**src/rtl/cpu_sequencer.sv**
```systemverilog
// Multi-cycle control FSM and program counter for the 9-bit-instruction core.
// Fetches into ir, issues register/flag strobes, resolves branches via the LUT and runs the data-memory handshake.
module cpu_sequencer #(
    parameter int PC_W = 10
) (
    input  logic            clk,
    input  logic            rst_n,
    input  logic            start,
    input  logic [8:0]      imem_data,
    output logic [PC_W-1:0] pc,
    output logic [8:0]      ir,
    output logic [3:0]      lut_idx,
    input  logic [PC_W-1:0] lut_target,
    input  logic            flag_gt,
    input  logic            flag_eq,
    output logic            reg_we,
    output logic            flag_we,
    output logic            dmem_req,
    output logic            dmem_we,
    input  logic            dmem_ack,
    output logic            done
);

    typedef enum logic [2:0] {
        IDLE  = 3'd0,
        FETCH = 3'd1,
        EXEC  = 3'd2,
        MEM   = 3'd3,
        HALT  = 3'd4
    } state_t;

    state_t          state;
    logic [4:0]      op5;
    logic            is_cmp;
    logic            is_reg;
    logic            is_jg;
    logic            is_jge;
    logic            is_jmp;
    logic            is_mem;
    logic            is_halt;
    logic            is_load;
    logic [PC_W-1:0] pc_inc;
    logic [PC_W-1:0] pc_next;

    assign op5     = ir[8:4];
    assign lut_idx = ir[3:0];
    assign pc_inc  = pc + 1'b1;
    assign is_load = ~ir[3];

    // Instruction classification of the held ir; HALT is checked before the NOP fallback.
    always_comb begin
        is_cmp  = (ir[8:6] == 3'b000);
        is_reg  = ((ir[8:7] == 2'b00) && !is_cmp)
               || (ir[8:7] == 2'b01)
               || (op5 == 5'b10100) || (op5 == 5'b10101) || (op5 == 5'b10110);
        is_jg   = (op5 == 5'b10000);
        is_jge  = (op5 == 5'b10001);
        is_jmp  = (op5 == 5'b10010);
        is_mem  = (op5 == 5'b10111) || (op5 == 5'b11000);
        is_halt = (ir == 9'h1FF);
    end

    always_comb begin
        pc_next = pc_inc;
        if (is_jg && flag_gt) begin
            pc_next = lut_target;
        end else if (is_jge && (flag_gt || flag_eq)) begin
            pc_next = lut_target;
        end else if (is_jmp) begin
            pc_next = lut_target;
        end
    end

    // Strobes decode from the registered state; the load write-back coincides with the ack cycle.
    always_comb begin
        reg_we   = ((state == EXEC) && is_reg)
                || ((state == MEM) && dmem_ack && is_load);
        flag_we  = (state == EXEC) && is_cmp;
        dmem_req = (state == MEM);
        dmem_we  = (state == MEM) && ir[3];
        done     = (state == HALT);
    end

    always_ff @(posedge clk) begin
        if (!rst_n) begin
            state <= IDLE;
            pc    <= '0;
            ir    <= '0;
        end else begin
            case (state)
                IDLE: begin
                    if (start) begin
                        state <= FETCH;
                    end
                end
                FETCH: begin
                    ir    <= imem_data;
                    state <= EXEC;
                end
                EXEC: begin
                    if (is_halt) begin
                        state <= HALT;
                    end else if (is_mem) begin
                        state <= MEM;
                    end else begin
                        pc    <= pc_next;
                        state <= FETCH;
                    end
                end
                MEM: begin
                    if (dmem_ack) begin
                        pc    <= pc_inc;
                        state <= FETCH;
                    end
                end
                HALT: begin
                    state <= HALT;
                end
                default: begin
                    state <= IDLE;
                end
            endcase
        end
    end

endmodule

```
**config.mk**
```make
export PLATFORM = sky130hd
export DESIGN_NAME = cpu_sequencer
export DESIGN_NICKNAME = d
export VERILOG_FILES = /design/src/rtl/cpu_sequencer.sv
export SDC_FILE = /design/constraint.sdc
export NUM_CORES = 1
export LEC_CHECK = 0
export CORE_MARGIN = 2
export CORE_UTILIZATION = 48
export CTS_BUF_LIST = sky130_fd_sc_hd__clkbuf_8
export DETAILED_ROUTE_END_ITERATION = 7
export PLACE_DENSITY = 0.91
export RECOVER_POWER = 100
export REMOVE_ABC_BUFFERS = 1
export SYNTH_ARGS = -nofsm -noshare
export SYNTH_HDL_FRONTEND = slang
export SYNTH_SLANG_ARGS = --single-unit
```
**constraint.sdc**
```tcl
create_clock -name clk -period 2.4 [get_ports clk]
set_input_delay 0.36 -clock clk [delete_from_list [all_inputs] [get_ports clk]]
set_output_delay 0.36 -clock clk [all_outputs]
set_load 0.1 [all_outputs]
```
==> results.ini <==
[worst_setup_path]
cpMaxStageDelayCell=or4_1
worstPathRequired_ns=2.04
critical_path_arrival_ns=1.77
start_kind=register
critPathMaxFanout=6
critPathTopFamily=simple AND/OR/NAND/NOR gates
critPathBufInv=1
criticalPathCategory=register to primary output
end_kind=primary output
crit_chain=or4_1 > nor2_1 > clkbuf_2
critPathMaxStageDelay_ns=0.54
r2r_start=ir[5]
critPathLaunch=ir[8]

[routing]
dr.first_iter.drc_count=51
postRouteAntennaNets=0
drt-total-wl_um=3552
wl_met3_um=276
highest_layer=met4
first_pass_iters=4
wire_per_inst_um=15.05
met2_length_um=1705
vias=1435
drc=0
vias_per_cell=6.081
wl_met1_um=1531

[timing]
period_minus_slack_ns=2.126
fin_skew_ns=0.003875
final_hold_viol_count=0
drv_slew=0
setup_violations=0
fmax_ghz=0.4703
period_share=0.8859
relSlewSlack=0.2235
worst_pin_slew_ns=1.169
worst_slack_ns=0.2739
tns_ns=0
grt_setup_unrepaired=no

[yosys]
synthFlopType=dfxtp_1
synth_top_area_frac=0.3235
synthMuxAreaShare=0.1268
yosysUniqueCellTypes=45
synth-edff-count=0
synth_seq_cells=22
syn_inst=157
yosys.area_share.simple=0.2675
synthesis.area_um2=1361
postSynthAreaPerCell_um2=8.671
ys.warnings.count=0
synth_compound_area_frac=0.2040
ys_seq_area_frac=0.3235
synth_top_family_by_area=simple AND/OR/NAND/NOR gates
synthArstFlopShare=0
synth_xor_area_frac=0
synth_area_leaders=dfxtp_1 (32%), mux2i_1 (11%), a2111oi_0 (5.1%), nor2_1 (5.0%), o32ai_1 (3.9%)
synth.largest_area_cell=dfxtp_1
synth_fa_ha_area_frac=0.009191

[die]
die-area_um2=3278
num_io_pins=53
start_util=0.4979
fp.coreArea_um2=2734
fp.dieW_um=57.26
die_h_um=57.26
rows=19

[place]
hpwl_um=2651
place_ws_ns=0.2206
gp_congestion=0.7697
port_buffers=52

[run]
drv_cap=0

[clock_network]
cts_num_sinks=22
clkTransAtPathRegs_ns=0.08
cts_buffer_depth=2
cts_buffers=3
clkLatencyLatePin_ns=0.26
htree_levels=1
hold_buffers=0
cts_setup_buffers=0
cts_tree=built
cts_root_buf=clkbuf_8
ctsResizeCount=0

[global_routing]
grt_first_pass_wirelength_um=5899
grt_pass1_vias=1372
grt_max_degree=20
antenna_found_initial=0
grt_overflow_total=0
gr-usage-all-layers=0.2218

[cells_and_area]
nets=232
final_cell_mix=clkdlybuf4s50_1 (23), clkbuf_1 (23), dfxtp_1 (22)
utilization=0.6398
drive_above_1_share=0.07805
synthToLayoutAreaGrowth_pct=28.49
antenna_cells=0
n_fill_cell=238

[run_status]
status=complete, no violations

[power]
p_leak_uw=0.0006288
irDropWorstVdd_mv=0.4152
power.density_nw_per_um2=527.4

[hold_path]
hp-start=pc[9]
min_path_type=register to register

-- worst register-to-register path, cell delays in order (launching register included) --
cell and delay, ns:
dfxtp_1 0.49, nand3_1 0.17, or4_1 0.61, nand3_1 0.37, o221a_1 0.25
-- synthesized netlist by cell type (3+ instances only) --
library cell and instances:
o221a_1 3, nand3_1 6, o32ai_1 6, a2111oi_0 8, nor2_1 18, buf_4 4
inv_1 6, dfxtp_1 22, nand2_1 13, buf_2 3, mux2i_1 15, clkbuf_1 3
nand4_1 3, nor3_1 3, a21oi_1 3, nand2b_1 3
-- power breakdown --
| group | total (uW) | internal, uW | switching (uW) |
|---|---|---|---|
| Clock | 265 | 146 | 119 |
| Combinational | 254 | 75.5 | 179 |
| Sequential | 403 | 378 | 24.8 |
-- final cells by class --
cell class,instances,area (um^2),share of cell area
clock buffers,4,55.05,0.03147
inverters,7,26.28,0.01502
multi-input cells,117,818.3,0.4678
flip-flops and latches,22,440.4,0.2518
well taps,31,38.79,0.02217
repair buffers,55,370.4,0.2117
-- flip-flops by register name, indices dropped and copies added (netlist names) --
name / flops
state: 3
ir: 9
pc: 10
-- kinds of logic (layout without fill, tap and decap cells) --
family	count (synthesis)	after routing
compound gates	34	34
fa+ha+maj	1	1
buf+inv	18	66
flops	22	22
mux	17	17
simple gates	65	65
-- worst paths after layout --
| check | to | cells past startpoint | slack [ns] |
|---|---|---|---|
| setup reg to reg | pc[0] | 4 | 0.45 |
| setup / recovery | flag_we | 3 | 0.27 |
| hold reg to reg | pc[9] | 2 | 0.49 |
| hold / removal | pc[9] | 2 | 0.49 |
-- metrics by stage --
| stage | area, um^2 | power, uW | hold slack (ns) | instances |
|---|---|---|---|---|
| 5_1_grt | 1749 | 963.3 | 0.5329 | 236 |
| 3_3_place_gp | 1831 | 680.5 | 0.4691 | 232 |
| 4_1_cts | 1886 | 952.7 | 0.4940 | 236 |
| 2_1_floorplan | 1294 | 592.1 | 0.4993 | 146 |
| 6_report | 1749 | 922.5 | 0.4919 | 236 |
| 3_5_place_dp | 1831 | 685.4 | 0.4786 | 232 |
-- metal layers --
metal	GRT usage	up-vias
li1	-	695
met1	0.2761	668
met2	0.3777	67
met3	0.04082	5
met4	0.08970	0
met5	0	-
No activity file was read; power rests on OpenSTA's default activity.
